$ cat config.mk
export PLATFORM = sky130hd
export DESIGN_NAME = serial_alu
export DESIGN_NICKNAME = d
export VERILOG_FILES = /design/src/rtl/serial_alu.sv
export SDC_FILE = /design/constraint.sdc
export NUM_CORES = 1
export LEC_CHECK = 0
export CORE_MARGIN = 4
export CORE_UTILIZATION = 30
export CTS_BUF_LIST = sky130_fd_sc_hd__clkbuf_16
export CTS_CLUSTER_DIAMETER = 60
export DETAILED_ROUTE_END_ITERATION = 10
export PLACE_DENSITY = 0.64
export SYNTH_ARGS = -nofsm -noshare
export SYNTH_HDL_FRONTEND = slang
export SYNTH_SLANG_ARGS = --single-unit
$ cat constraint.sdc
create_clock -name clk -period 2.1 [get_ports clk]
set_input_delay 0.63 -clock clk [delete_from_list [all_inputs] [get_ports clk]]
set_output_delay 0.63 -clock clk [all_outputs]
set_load 0.02 [all_outputs]
$ cat src/rtl/serial_alu.sv
// Bit-serial ALU: AND/OR/XOR/NOR/ADD/SUB/PASS on W-bit operands, one bit per clock, LSB first.
// Latency: W cycles from the accepting edge to done; one op every W+1 cycles when back-to-back.
// Backpressure: start is accepted only while busy=0 (IDLE or DONE); start during RUN is ignored.
module serial_alu #(
  parameter int W = 32
) (
  input  logic         clk,
  input  logic         rst_n,
  input  logic         start,
  input  logic [W-1:0] a,
  input  logic [W-1:0] b,
  input  logic         c_in,
  input  logic [2:0]   ALOP,
  output logic         busy,
  output logic         done,
  output logic [W-1:0] result,
  output logic         c_out,
  output logic         zero
);

  localparam int CW = $clog2(W);
  localparam logic [CW-1:0] LAST = CW'(W - 1);

  localparam logic [2:0] OP_AND  = 3'b000;
  localparam logic [2:0] OP_OR   = 3'b001;
  localparam logic [2:0] OP_XOR  = 3'b010;
  localparam logic [2:0] OP_NOR  = 3'b011;
  localparam logic [2:0] OP_ADD  = 3'b100;
  localparam logic [2:0] OP_SUB  = 3'b101;
  localparam logic [2:0] OP_PASA = 3'b110;
  localparam logic [2:0] OP_PASB = 3'b111;

  typedef enum logic [1:0] {
    S_IDLE = 2'd0,
    S_RUN  = 2'd1,
    S_DONE = 2'd2
  } state_t;

  state_t        state;
  logic [W-1:0]  a_sh;
  logic [W-1:0]  b_sh;
  logic [W-1:0]  res_sh;
  logic [2:0]    op;
  logic          carry;
  logic [CW-1:0] cnt;

  logic          arith;
  logic          b_eff;
  logic          bit_res;
  logic          carry_nxt;
  logic [W-1:0]  res_nxt;

  // One bit-slice of the ALU acting on the current LSBs; the carry flop stands in for the ripple chain.
  always_comb begin
    arith     = op[2] & ~op[1];
    b_eff     = (op == OP_SUB) ? ~b_sh[0] : b_sh[0];
    carry_nxt = (a_sh[0] & b_eff) | (a_sh[0] & carry) | (b_eff & carry);
    bit_res   = 1'b0;
    case (op)
      OP_AND:  bit_res = a_sh[0] & b_sh[0];
      OP_OR:   bit_res = a_sh[0] | b_sh[0];
      OP_XOR:  bit_res = a_sh[0] ^ b_sh[0];
      OP_NOR:  bit_res = ~(a_sh[0] | b_sh[0]);
      OP_ADD:  bit_res = a_sh[0] ^ b_eff ^ carry;
      OP_SUB:  bit_res = a_sh[0] ^ b_eff ^ carry;
      OP_PASA: bit_res = a_sh[0];
      OP_PASB: bit_res = b_sh[0];
      default: bit_res = 1'b0;
    endcase
    // Result bits enter at the MSB so that after W steps bit 0 holds the first-computed bit.
    res_nxt = {bit_res, res_sh[W-1:1]};
  end

  // Control FSM plus datapath registers; outputs only update on the edge that enters DONE.
  always_ff @(posedge clk or negedge rst_n) begin
    if (!rst_n) begin
      state  <= S_IDLE;
      a_sh   <= '0;
      b_sh   <= '0;
      res_sh <= '0;
      op     <= '0;
      carry  <= 1'b0;
      cnt    <= '0;
      busy   <= 1'b0;
      done   <= 1'b0;
      result <= '0;
      c_out  <= 1'b0;
      zero   <= 1'b0;
    end else begin
      case (state)
        S_IDLE, S_DONE: begin
          done <= 1'b0;
          if (start) begin
            a_sh   <= a;
            b_sh   <= b;
            op     <= ALOP;
            carry  <= c_in;
            res_sh <= '0;
            cnt    <= '0;
            busy   <= 1'b1;
            state  <= S_RUN;
          end else begin
            state <= S_IDLE;
          end
        end
        S_RUN: begin
          a_sh   <= a_sh >> 1;
          b_sh   <= b_sh >> 1;
          res_sh <= res_nxt;
          if (arith) begin
            carry <= carry_nxt;
          end
          cnt <= cnt + CW'(1);
          if (cnt == LAST) begin
            state  <= S_DONE;
            busy   <= 1'b0;
            done   <= 1'b1;
            result <= res_nxt;
            c_out  <= arith & carry_nxt;
            zero   <= (res_nxt == '0);
          end
        end
        default: begin
          state <= S_IDLE;
          busy  <= 1'b0;
          done  <= 1'b0;
        end
      endcase
    end
  end

endmodule

Yosys cells after proc, flatten, opt, wreduce, memory -nomap -nowiden. Index checks and enable logic that the tools add are counted.

Add/subtract/negate cells: 1. Equality and inequality tests: 13. Mux-type cells: 21. Bitwise logic cells: 15. Reduce and logical (&&, ||, !) cells: 11.

Operators with widths (number): case mux 32 bit (2 select lines) (3); two-way mux 32 bit (3); zero test 32 bit (1); equality test 3 bit, second input constant (4); case mux 5 bit (2 select lines) (1); two-way mux 1 bit (8); AND reduction 2 bit (4); case mux 1 bit (7 select lines) (1); AND 1 bit (6); equality test 3 x 2 -> 1 bit, second input constant (2); inequality test 2 bit, second input constant (3); adder 5 x 1 -> 5 bit, second input constant (1); equality test 5 bit, second input constant (1); two-way mux 5 bit (1); case mux 1 bit (2 select lines) (2); case mux 2 bit (2 select lines) (1); OR reduction 2 bit (2); equality test 3 x 1 -> 1 bit, second input constant (1); zero test 3 bit (1); inverter 1 bit (3); OR 1 bit (3); AND reduction 3 bit (1); bitwise XOR 1 bit (3); equality test 2 x 1 -> 1 bit, second input constant (1); 4 further kinds (4).

Flip-flop bits (word level): 143. Input port bits: 71.

Depth between registers and ports, before layout.
Depth in word-level cells: 7. Depth in mapped cells: 8. Gate-level depth less buffers: 8.

Least setup slack after synthesis. OpenSTA, ideal clock, no wires.

Kind: reg2reg. Start: reg op[1]. End: reg zero. Library setup time: 0.104 ns. Arrival: 1.799 ns. Required time: 1.996 ns. Path slack: 0.197 ns. Cell stages (with the launch flop): 8. Path through: dfrtp_1 > nor2_1 > nand2_1 > xnor2_1 > fa_1 > a21oi_1 > a22o_1 > o41ai_2.

Longest elaborated chain between the ends: 6. Elaborated cells on any way between the ends: 14. Classes of those cells: eq/ne (7); mux (2); bitwise (2); reduce/logical (3).

Ends and longest elaborated chain: start: declaration (line 43) `logic [2:0] op;`; start signal: assignment (line 81) `op <= '0;`; start signal: assignment (line 96) `op <= ALOP;`; equality test 3 bit (line 56, 59); two-way mux 1 bit (line 56) `b_eff = (op == OP_SUB) ? ~b_sh[0] : b_sh[0];`; bitwise XOR 1 bit (2 in a row) (line 64, 65); case mux 1 bit (7 select lines) (*) (line 59) `case (op)`; zero test 32 bit (*) (line 120) `zero <= (res_nxt == '0);`; end signal: assignment (line 120); end: declaration (line 18) `output logic zero`.

Every way passes the cells marked *; elsewhere a longest branch is shown, timed or not. A chain may end at the register's enable or synchronous reset.

Final worst setup path.
Start: reg busy. End: out busy.

RTL lines: start: declaration (line 14) `output logic busy,`; start signal: assignment (line 84) `busy <= 1'b0;`; start signal: assignment (line 100) `busy <= 1'b1;`; start signal: assignment (line 116) `busy <= 1'b0;`.

No word-level cell between the ends.

==> results.sh <==
export IMPL_run_status="finished, final reports clean"
export IMPL_rows=50
export IMPL_min_period_over_period_pct=97.28
export IMPL_h_tree_depth=4
export IMPL_grt_setup_unrepaired="false"
export IMPL_slowest_delay_ps=620
export IMPL_antenna_found_initial=0
export IMPL_vias=4200
export IMPL_vdd_ir_drop_worst_v=0.0005610
export IMPL_syn_avg_cell_area_um2=11.59
export IMPL_crit_start="busy"
export IMPL_num_antenna_cells=0
export IMPL_fin_skew_ps=9.279
export IMPL_avgRoutedWirePerCell_um=15.80
export IMPL_nets=679
export IMPL_hpwl_mm=9.243
export IMPL_crit_type="flip-flop to output pin"
export IMPL_drive_above_1_share_pct=14.31
export IMPL_syn2layout_area_growth_pct=35.93
export IMPL_yosys_warnings=0
export IMPL_cp_num_cells=1
export IMPL_fin_util_pct=41.39
export IMPL_start_kind="flip-flop"
export IMPL_slew_headroom_pct=66.87
export IMPL_ys_ff_latch=141
export IMPL_end_kind="output pin"
export IMPL_cts_buffers=17
export IMPL_nFillCells=1747
export IMPL_cp_top_family="buffers and inverters"
export IMPL_die_y_um=145.6
export IMPL_track_usage_pct=13.14
export IMPL_max_freq_mhz=489.5
export IMPL_synthesis_area_mm2=0.005677
export IMPL_reg2reg_depth=8
export IMPL_tightest_slew_ps=497.0
export IMPL_grt_ovfl_total=0
export IMPL_drt_initial_drc_count=214
export IMPL_p_leak_nw=3.570
export IMPL_arrival_ps=1410
export IMPL_worstPathCellList="clkdlybuf4s50_1"
export IMPL_start_util_pct=30.45
export IMPL_vias_per_cell=4.947
export IMPL_synth_main_ff_cell="dfrtp_1"
export IMPL_route_detailed_drc=0
export IMPL_setup_viol=0
export IMPL_path_buf_inv=1
export IMPL_cts_buffer_depth=2
export IMPL_grt_pass1_vias=4346
export IMPL_gp_congestion=0.7774
export IMPL_hp_class="input pin to asynchronous set/reset pin"
export IMPL_drtPass1Iterations=4
export IMPL_tns_ps=0
export IMPL_io_buffers=106
export IMPL_worstPathRequired_ps=1470
export IMPL_die_w_um=145.6
export IMPL_worstPathMaxFanout=3
export IMPL_crit_path_top_delay_cell="clkdlybuf4s50_1"
export IMPL_finalHoldViolCount=0
export IMPL_regArea_mm2=0.003528
export IMPL_ys_types=31
export IMPL_wl_mm=13.41
export IMPL_maxSlewViolCount=0
export IMPL_r2r_start="op[2]"
export IMPL_multiInputGateArea_mm2=0.002014
export IMPL_fin_crit_ps=2043
export IMPL_ys_seq_area_share_pct=62.16
export IMPL_pin_count=107
export IMPL_root_buffer="clkbuf_16"
export IMPL_synth_enable_flop_cells=0
export IMPL_powerDensity_mw_per_mm2=1402
export IMPL_core_area_mm2=0.01864
export IMPL_tritoncts="done"
export IMPL_whs_ps=30.28
export IMPL_clkSinkCount=141
export IMPL_grt_max_degree=56
export IMPL_grt_pass1_wl_mm=22.56
export IMPL_clkLatencyLatePin_ps=420
export IMPL_syn_inst=490
export IMPL_synthArstFlopShare_pct=100.0
export IMPL_drv_cap=0
export IMPL_ant_nets=0
export IMPL_dieArea_mm2=0.02119
export IMPL_synth_nets=566
export IMPL_cts_clk_slew_worst_paths_ps=60
sequential cells by signal, summed over array words and instances, names as in the netlist:
register,count
result,32
state,1
c_out,1
op,3
res_sh,31
done,1
carry,1
a_sh,32
busy,1
b_sh,32
cnt,5
zero,1
cells by family after synthesis:
family          count (synthesis)  share of synthesized area, %
simple gates                  162                         11.68
fa+ha+maj                       5                         1.234
mux                            33                         6.745
xor+xnor                        1                        0.1543
flops                         141                         62.16
compound gates                110                         15.27
buf+inv                        38                         2.755
per-layer routing:
layer	track usage (%)	routed length (um)	up-vias
met4	5.033	234	0
met2	19.51	5871	136
met1	17.67	6433	2073
li1	-	-	1972
met3	4.734	874	19
met5	0	0	-
stage by stage:
stage                     total power [W]  setup slack, ps  area (um2)  std cells
after floorplan                  0.006624            197.1        5677        490
after CTS                         0.01093            14.32        7709        848
after detailed placement         0.008018            6.546        7152        817
final                             0.01082            57.08        7716        849
after global placement           0.007821            18.43        7152        817
after global routing              0.01157            1.241        7716        849
cell type report:
type,count,area share (%)
clock inverters,14,1.686
flip-flops and latches,141,45.73
multi-input cells,311,26.11
repair buffers,127,16.93
inverters,5,0.2432
well taps,234,3.794
clock buffers,17,5.513
path summary, 6_finish.rpt:
path                         endpoint  slack (ps)
hold reg to reg              a_sh[19]         470
max in group asynchronous    b_sh[28]        1440
min in group clk             a_sh[19]         470
setup / recovery                 busy          60
setup reg to reg           result[31]         100
hold / removal              res_sh[8]          30
placed cells by master (no fill, tap or decap), types with 2 or more instances in the layout:
cell and count:
buf_12 7, bufinv_16 2, buf_4 14, clkinv_1 2
ha_1 4, nor2b_4 2, clkinvlp_4 3, nor2_1 4
mux2_2 32, a22o_1 36, dfrtp_1 141, nand2_1 133
inv_1 7, clkdlybuf4s50_1 104, nand3_1 2, nand4_1 3
a22oi_1 60, a221o_1 2, nand2b_1 3, nor3_1 3
nor4_1 7, clkbuf_16 17, clkinv_2 3, o21ai_0 7
timing repair:
item,4_1_cts,5_1_grt
setup buffers,0,1
endpoints found under the setup margin,2,2
hold buffers,0,0
resized for setup,2,0
pin swaps,0,3
power by group:
part	leakage [nW]	total [W]	internal [W]	switching, W
logic	1.49	0.00347	0.00172	0.00174
clock network	0.272	0.00286	0.00172	0.00114
registers	1.80	0.00449	0.00375	0.000744
cells in the mapped netlist (3+ instances only):
cell / number / area share [%]
buf_2: 11 / 0.97
ha_1: 4 / 0.88
inv_1: 5 / 0.33
nor3_1: 3 / 0.26
nor4_1: 7 / 0.77
nand2_1: 133 / 8.8
a22oi_1: 60 / 7.9
nor2_1: 5 / 0.33
o21ai_0: 7 / 0.62
dfrtp_1: 141 / 62
nand4_1: 3 / 0.33
a22o_1: 36 / 5.6
clkbuf_1: 20 / 1.3
mux2_2: 32 / 6.3
nand2b_1: 3 / 0.33
(Power assumes the default switching activity.)
